File: config.mk
export PLATFORM = sky130hd
export DESIGN_NAME = obi_xbar_n_to_one_arb
export DESIGN_NICKNAME = d
export VERILOG_FILES = /design/src/rtl/obi_xbar_n_to_one_arb.sv
export SDC_FILE = /design/constraint.sdc
export NUM_CORES = 1
export LEC_CHECK = 0
export CORE_AREA = 2 2 205 207
export DETAILED_ROUTE_END_ITERATION = 7
export DIE_AREA = 0 0 207 209
export RECOVER_POWER = 50
export SYNTH_ARGS = -nofsm -noshare
export SYNTH_HDL_FRONTEND = slang
export SYNTH_SLANG_ARGS = --single-unit
File: constraint.sdc
create_clock -name clk_i -period 4.2 [get_ports clk_i]
set_clock_uncertainty 0.15 [all_clocks]
set_input_delay 0.84 -clock clk_i [delete_from_list [all_inputs] [get_ports clk_i]]
set_output_delay 0.84 -clock clk_i [all_outputs]
set_load 0.01 [all_outputs]
File: src/rtl/obi_xbar_n_to_one_arb.sv
// N-to-1 OBI arbiter: merges NMASTER managers onto one subordinate port.
// The address phase is combinational. A lock holds a stalled request stable until it is
// granted. Up to MAX_OUTSTANDING transactions are tracked in an ID FIFO, and responses
// are routed back to their managers in issue order.
module obi_xbar_n_to_one_arb #(
  parameter int NMASTER         = 4,
  parameter int MAX_OUTSTANDING = 4,
  parameter int ARB_MODE        = 1
) (
  input  logic                                 clk_i,
  input  logic                                 rst_ni,
  // manager side, flattened per-master fields
  input  logic [NMASTER-1:0]                   master_req_i,
  input  logic [NMASTER-1:0]                   master_we_i,
  input  logic [NMASTER*4-1:0]                 master_be_i,
  input  logic [NMASTER*32-1:0]                master_addr_i,
  input  logic [NMASTER*32-1:0]                master_wdata_i,
  output logic [NMASTER-1:0]                   master_gnt_o,
  output logic [NMASTER-1:0]                   master_rvalid_o,
  output logic [NMASTER*32-1:0]                master_rdata_o,
  input  logic [NMASTER-1:0]                   master_en_i,
  // subordinate side
  output logic                                 slave_req_o,
  output logic                                 slave_we_o,
  output logic [3:0]                           slave_be_o,
  output logic [31:0]                          slave_addr_o,
  output logic [31:0]                          slave_wdata_o,
  input  logic                                 slave_gnt_i,
  input  logic                                 slave_rvalid_i,
  input  logic [31:0]                          slave_rdata_i,
  // status
  output logic [$clog2(MAX_OUTSTANDING+1)-1:0] outstanding_o,
  output logic                                 spurious_err_o
);

  localparam int IDW = $clog2(NMASTER);
  localparam int CW  = $clog2(MAX_OUTSTANDING + 1);
  localparam int PW  = (MAX_OUTSTANDING > 1) ? $clog2(MAX_OUTSTANDING) : 1;

  typedef enum logic {IDLE, LOCKED} lock_e;

  lock_e            lock_q, lock_d;
  logic [IDW-1:0]   lock_id_q, lock_id_d;
  logic [IDW-1:0]   rr_q, rr_d;
  logic [IDW-1:0]   fifo_q [MAX_OUTSTANDING];
  logic [IDW-1:0]   fifo_d [MAX_OUTSTANDING];
  logic [PW-1:0]    wr_ptr_q, wr_ptr_d, rd_ptr_q, rd_ptr_d;
  logic [CW-1:0]    cnt_q, cnt_d;
  logic             spur_q, spur_d;

  logic [NMASTER-1:0] elig;
  logic [IDW-1:0]     win_id;
  logic               win_vld;
  logic               full, issue, push, pop;

  // Index k positions after the round-robin pointer, wrapping at NMASTER.
  function automatic logic [IDW-1:0] rr_idx(input logic [IDW-1:0] p, input int k);
    return IDW'((int'(p) + k) % NMASTER);
  endfunction

  // FIFO pointer increment with wrap at MAX_OUTSTANDING.
  function automatic logic [PW-1:0] ptr_inc(input logic [PW-1:0] p);
    return (int'(p) == MAX_OUTSTANDING - 1) ? '0 : p + 1'b1;
  endfunction

  assign elig  = master_req_i & master_en_i;
  assign full  = (cnt_q == CW'(MAX_OUTSTANDING));
  assign issue = win_vld & ~full;
  assign push  = issue & slave_gnt_i;
  assign pop   = slave_rvalid_i & (cnt_q != '0);

  // Winner selection: a locked request wins unconditionally, otherwise fixed or round-robin.
  always_comb begin
    win_vld = 1'b0;
    win_id  = '0;
    if (lock_q == LOCKED) begin
      win_id  = lock_id_q;
      win_vld = master_req_i[lock_id_q];
    end else if (ARB_MODE == 0) begin
      for (int i = NMASTER - 1; i >= 0; i--) begin
        if (elig[i]) begin
          win_vld = 1'b1;
          win_id  = IDW'(i);
        end
      end
    end else begin
      // Scan downward so the candidate closest to the pointer is the last one assigned.
      for (int k = NMASTER - 1; k >= 0; k--) begin
        if (elig[rr_idx(rr_q, k)]) begin
          win_vld = 1'b1;
          win_id  = rr_idx(rr_q, k);
        end
      end
    end
  end

  // Address-phase mux toward the subordinate and grant return to the winner.
  always_comb begin
    slave_req_o   = issue;
    slave_we_o    = 1'b0;
    slave_be_o    = '0;
    slave_addr_o  = '0;
    slave_wdata_o = '0;
    master_gnt_o  = '0;
    if (issue) begin
      slave_we_o           = master_we_i[win_id];
      slave_be_o           = master_be_i[int'(win_id)*4 +: 4];
      slave_addr_o         = master_addr_i[int'(win_id)*32 +: 32];
      slave_wdata_o        = master_wdata_i[int'(win_id)*32 +: 32];
      master_gnt_o[win_id] = slave_gnt_i;
    end
  end

  // Response routing: rdata goes to every manager, but only the FIFO head sees rvalid.
  always_comb begin
    master_rdata_o  = {NMASTER{slave_rdata_i}};
    master_rvalid_o = '0;
    if (pop) master_rvalid_o[fifo_q[rd_ptr_q]] = 1'b1;
  end

  // Next-state for the lock FSM, round-robin pointer, ID FIFO and error flag.
  always_comb begin
    lock_d    = lock_q;
    lock_id_d = lock_id_q;
    rr_d      = rr_q;
    fifo_d    = fifo_q;
    wr_ptr_d  = wr_ptr_q;
    rd_ptr_d  = rd_ptr_q;
    cnt_d     = cnt_q;
    spur_d    = spur_q | (slave_rvalid_i & (cnt_q == '0));
    case (lock_q)
      IDLE:    if (issue && !slave_gnt_i) begin
                 lock_d    = LOCKED;
                 lock_id_d = win_id;
               end
      LOCKED:  if (push) lock_d = IDLE;
      default: lock_d = IDLE;
    endcase
    if (push) begin
      fifo_d[wr_ptr_q] = win_id;
      wr_ptr_d         = ptr_inc(wr_ptr_q);
      if (ARB_MODE == 1) rr_d = (int'(win_id) == NMASTER - 1) ? '0 : win_id + 1'b1;
    end
    if (pop) rd_ptr_d = ptr_inc(rd_ptr_q);
    case ({push, pop})
      2'b10:   cnt_d = cnt_q + 1'b1;
      2'b01:   cnt_d = cnt_q - 1'b1;
      default: cnt_d = cnt_q;
    endcase
  end

  // State registers; asynchronous reset clears everything immediately.
  always_ff @(posedge clk_i or negedge rst_ni) begin
    if (!rst_ni) begin
      lock_q    <= IDLE;
      lock_id_q <= '0;
      rr_q      <= '0;
      for (int i = 0; i < MAX_OUTSTANDING; i++) fifo_q[i] <= '0;
      wr_ptr_q  <= '0;
      rd_ptr_q  <= '0;
      cnt_q     <= '0;
      spur_q    <= 1'b0;
    end else begin
      lock_q    <= lock_d;
      lock_id_q <= lock_id_d;
      rr_q      <= rr_d;
      fifo_q    <= fifo_d;
      wr_ptr_q  <= wr_ptr_d;
      rd_ptr_q  <= rd_ptr_d;
      cnt_q     <= cnt_d;
      spur_q    <= spur_d;
    end
  end

  assign outstanding_o  = cnt_q;
  assign spurious_err_o = spur_q;

endmodule

# Word level (Yosys, flattened, before mapping)
# Index checks and enable logic that the tools add are counted.
# Widths: inputs -> output; s select.
# word_totals
word_cells	105
inputBits	320
output_inout_bits	210
register_bits	21
# classes
n_reduce_logical	9
bitwise_logic	11
n_addsub	8
order_cmp	12
shift	3
eq_ne	6
muxes	45
# ops
cell	count
$shiftx 128x8->32	2
$mux 32	2
$mux 2	11
$lt 2x3->1 const B	7
$mux 1	16
$shiftx 16x5->4	1
$bmux 1 s2	6
$mux 4	3
$add 2x1->2 const B	4
$and 4x4->4	2
$bwmux 8	1
$eq 2x1->1 const B	4
$ge 3x3->1 const B	2
$not 2->3	2
$pmux 3 s2	1
$add 2x2->2 const B	2
$and 1x1->1	4
$bmux 2 s2	1
$demux 1 s2	2
$demux 2 s2	1
$ge 2x1->1 const B	2
$logic_and 1x1->1	4
$add 3x1->3 const B	1
$eq 3x3->1 const B	1
11 further kinds	12

# Depth between registers and ports, before layout
# Gate-level depths: netlist of run 1.
# logic_depth
word_depth	14
depth_mapped	13
ltp_nobuf	10

# Least setup slack after synthesis of run 1
# No wires, ideal clock.
# synth_timing
kind	input to register
startpoint	input master_req_i[3]
endpoint	register cnt_q[2], in the netlist outstanding_o[2]
path_buffers	2
setup_ns	0.079
required_time_ns	3.971
t_arrival_ns	3.015
path_slack_ns	0.956
cell_stages	12
path_cell_list	mux4_2 o221a_1 buf_6 and2_4 buf_6 inv_2 ha_1 inv_1 fa_1 xor2_1 nor2_1 xor2_1
# synth_via
elab_chain_cells	12
word_cells_on_any_way	22
cone_classes	eq/ne: 2; mux: 16; bitwise: 3; reduce/logical: 1
# synth_rtl
element	line_no	rtl
start, declared	13	input logic [NMASTER-1:0] master_req_i,
$and 4x4->4	66	assign elig = master_req_i & master_en_i;
$bmux 1 s2	89	if (elig[rr_idx(rr_q, k)]) begin
$mux 1 (not written as such)	89	
$mux 1 (4 in a row)	89	
$mux 1 (*)	76	if (lock_q == LOCKED) begin
$and 1x1->1 (*)	68	assign issue = win_vld & ~full;
net slave_req_o	23	output logic slave_req_o,
$and 1x1->1 (*)	69	assign push = issue & slave_gnt_i;
$eq 2x1->1 or $eq 2x2->1 (tied branches)	145	case ({push, pop})
$pmux 3 s2 or $reduce_bool 2->1 (tied branches)	--	
end signal, assigned	170	cnt_q <= cnt_d;
end, declared	48	logic [CW-1:0] cnt_q, cnt_d;
# The timed path passes the listed nets; every way through them passes the cells marked *. The select of a mux whose other input is x is not followed.
# A chain may end at the register's enable or synchronous reset.

# Worst setup path after layout of run 1
# layout_timing
startpoint	input master_req_i[3]
endpoint	output slave_wdata_o[22]
# layout_via
elab_chain_cells	10
word_cells_on_any_way	24
cone_classes	shift: 1; mux: 21; bitwise: 2
# layout_rtl
element	line_no	rtl
$and 4x4->4	66	
$bmux 1 s2	89	
$mux 1 (not written as such)	89	
$mux 2 or $mux 1 (tied branches) (4 in a row)	89	
$mux 2 or $mux 1 (tied branches)	76	
$shiftx 128x8->32 or $and 1x1->1 (tied branches)	109, 68	
$mux 32 (*)	105	if (issue) begin
end, declared	27	output logic [31:0] slave_wdata_o,
# Mark *: on every way between the ends. The rest lies on a longest branch, timed or not. The select of a mux whose other input is x is not followed.

==> results of run 1 <==
## path summary, 6_finish.rpt
kind | from | endpoint | slack, ps | cells after the start
worst max-delay path | master_req_i[3] | slave_wdata_o[22] | 30 | 9
worst min register to register | spurious_err_o | spurious_err_o | 310 | 1
min in group asynchronous | rst_ni | outstanding_o[0] | 980 | 1
worst max register to register | lock_id_q[0] | outstanding_o[2] | 1080 | 11
worst min-delay path | spurious_err_o | spurious_err_o | 310 | 1
max in group asynchronous | rst_ni | lock_id_q[1] | 2210 | 1
## sequential cells by signal, indices dropped and copies added (netlist names), named ones only
register,cells
fifo_q,8
outstanding_o,3
lock_id_q,2
rd_ptr_q,2
rr_q,2
wr_ptr_q,2
spurious_err_o,1
## power by group
part | switching [mW] | internal (mW) | leakage (nW) | total, mW
logic | 3.88 | 3.54 | 5.17 | 7.42
clock network | 0.0780 | 0.129 | 0.0371 | 0.207
registers | 0.118 | 0.303 | 0.254 | 0.421
## critical path: cells and delay by family
family                 cells  cell delay, ps
AOI/OAI and AO/OA          4             810
buffers and inverters      5            1480
## kinds of logic (layout without fill, tap and decap cells)
group                      count (synthesis)  in the layout  synth area share (%)
adders and majority gates                 11             11                  1.82
AOI/OAI and AO/OA                        365            365                  41.8
and+or+nand+nor                          182            182                  9.58
other                                      0              1                     0
muxes                                    150            150                  19.8
DFF                                       21             21                  6.59
buffers and inverters                    280            506                  20.1
xor gates and xnor gates                   3              3                 0.329
## layout by cell type (no fill, tap or decap), drive strengths merged, types with 2 or more instances in the layout
master           n
bufbuf           4
o22ai           70
ha              10
and3             8
nand2b           2
dlymetal6s2s    40
xor2             2
inv             13
mux4             3
nor2           143
o2111a         138
buf            113
mux2             8
nand2           21
mux2i          139
a311oi         138
dlygate4sd2     35
dfrtp           21
nor3             3
clkdlybuf4s50  292
o21ai            8
a21o             3
and3b            2
clkbuf           7
## cell type report
cell class                 count  area (sq um)  area share [%]
tap                          539           674            5.31
timing repair buffer         489          5120            40.4
sequential                    21           529            4.17
antenna                        1          2.50          0.0197
clock buffer                   3          75.1           0.592
inverter                      13          56.3           0.444
clock inverter                 1          7.51          0.0592
multi-input combinational    711          6220            49.0
## what timing repair did
item / in CTS / in global routing
cloned: 4 / 3
hold endpoints to repair: 0 / 0
buffers inserted: 3 / 5
pin swaps: 2 / 4
resized for setup: 51 / 80
endpoints found under the setup margin: 65 / 39
## per-layer routing
layer | GRT usage (%) | routed length [um] | vias to the layer above
met4 | 6.18 | 1590 | 2
met5 | 0 | 12 | -
met2 | 26.3 | 18100 | 401
met3 | 2.43 | 2050 | 105
li1 | - | - | 4421
met1 | 19.9 | 16400 | 4612
==> results.cfg, run 1 <==
[detailed_routing]
wire_per_inst_um = 21.5
first_pass_iters = 7
drcViolationCount = 0
vias = 9541
detail-route-antenna-nets = 0
first_iter_violations = 605
via_per_inst = 5.37
wl_mm = 38.2

[placement]
dp.cells = 1758
port_buffers = 369
hpwl_mm = 27.0
gpl.final_weighted_congestion = 0.847
place_ws_ps = -105
placed_area_sq_mm = 0.0119

[clock_tree]
clk_pin_slew_worst_paths_ps = 60
cts_buffers = 3
clockRootBuffer = clkbuf_16
postCtsHoldBufs = 0
clock-sinks = 21
cts_tree = done
cts.path.max_buffers = 2
insertion_delay_ps = 260
h-tree-depth = 1

[timing]
finalSetupViolCount = 0
relSlewSlack_pct = 33.8
finalHoldViolations = 0
min_period_over_period_pct = 99.3
rsz0062_at_grt = true
fmax_mhz = 240
worst_pin_slew_ps = 990
setup_ws_ps = 27.8
final.setup.tns_ps = 0
holdWs_ps = 314
slew_viol_final = 0
post-route-min-period_ps = 4170

[worst_setup_path]
cp.required_ps = 3210
path_cells = clkdlybuf4s50_1 -> buf_4 -> a22o_4 -> buf_12 -> buf_4 -> o2111a_1 -> a311oi_2 -> o22ai_1 -> clkdlybuf4s50_1
startpoint_type = input port
cp_max_fo = 32
critPathMaxStageDelay_ps = 490
critPathCaptureType = output pin
worstSetupPathType = input port to output pin
cp_slowest_cell = clkdlybuf4s50_1
crit_arrival_ps = 3180

[synthesis]
netlist_area_sq_mm = 0.00798
synth_seq_cells = 21
synthTopCellsByCount = nor2_1 (143), mux2i_1 (139), a311oi_1 (138), o2111a_1 (138), buf_4 (131)
synth_cell_type_count = 39
synth_top_area_share_pct = 19.5
syn-num-nets = 1343
avgSynthCellArea_sq_um = 7.88
yosysMostFrequentCell = nor2_1
ys_seq_area_share_pct = 6.59
ys_warn_count = 0
async_reset_ff_share_pct = 100
synthTopCellsByArea = o2111a_1 (19%), mux2i_1 (17%), a311oi_1 (15%)
syn_inst = 1012
yosys_most_used_dff = dfrtp_1
synth_area_leader_cell = o2111a_1
synth_edf_count = 0

[grt]
grt_pass1_vias = 9379
grt_overflow_total = 0
antenna_found_initial = 4
grt_usage_pct = 15.6
grt_max_degree = 72
grt_pass1_wl_mm = 54.8

[final_layout]
fillers = 4342
finalNonFillerCells = 1778
final_nets = 1570
final_area_sq_mm = 0.0127
finish.utilization_pct = 30.7
area_growth_pct = 59.1
drive_gt1_share_pct = 16.1

[outcome]
outcome = complete, no violations

[floorplanning]
coreArea_sq_mm = 0.0413
num_rows = 75
pin_count = 530
die_h_um = 209
die_area_sq_mm = 0.0433
initial_utilization_pct = 19.3
fp.dieW_um = 207

[hold_path]
hp-class = flop to flop

[power]
power_density_mw_per_mm2 = 634
finalPower_mw = 8.04
p_leak_nw = 5.46
irDropWorstVdd_uv = 351

[run]
maxCapViolations = 0
(Power assumes the default switching activity.)
==> run 2, diff against run 1 <==
--- a/config.mk
+++ b/config.mk
@@ -8,6 +8,7 @@
 export CORE_AREA = 2 2 205 207
 export DETAILED_ROUTE_END_ITERATION = 7
 export DIE_AREA = 0 0 207 209
+export HOLD_SLACK_MARGIN = 0.05
 export RECOVER_POWER = 50
 export SYNTH_ARGS = -nofsm -noshare
 export SYNTH_HDL_FRONTEND = slang
==> results of run 2 <==
Same layout as run 1: the final DEF is identical, and so are final timing and power.
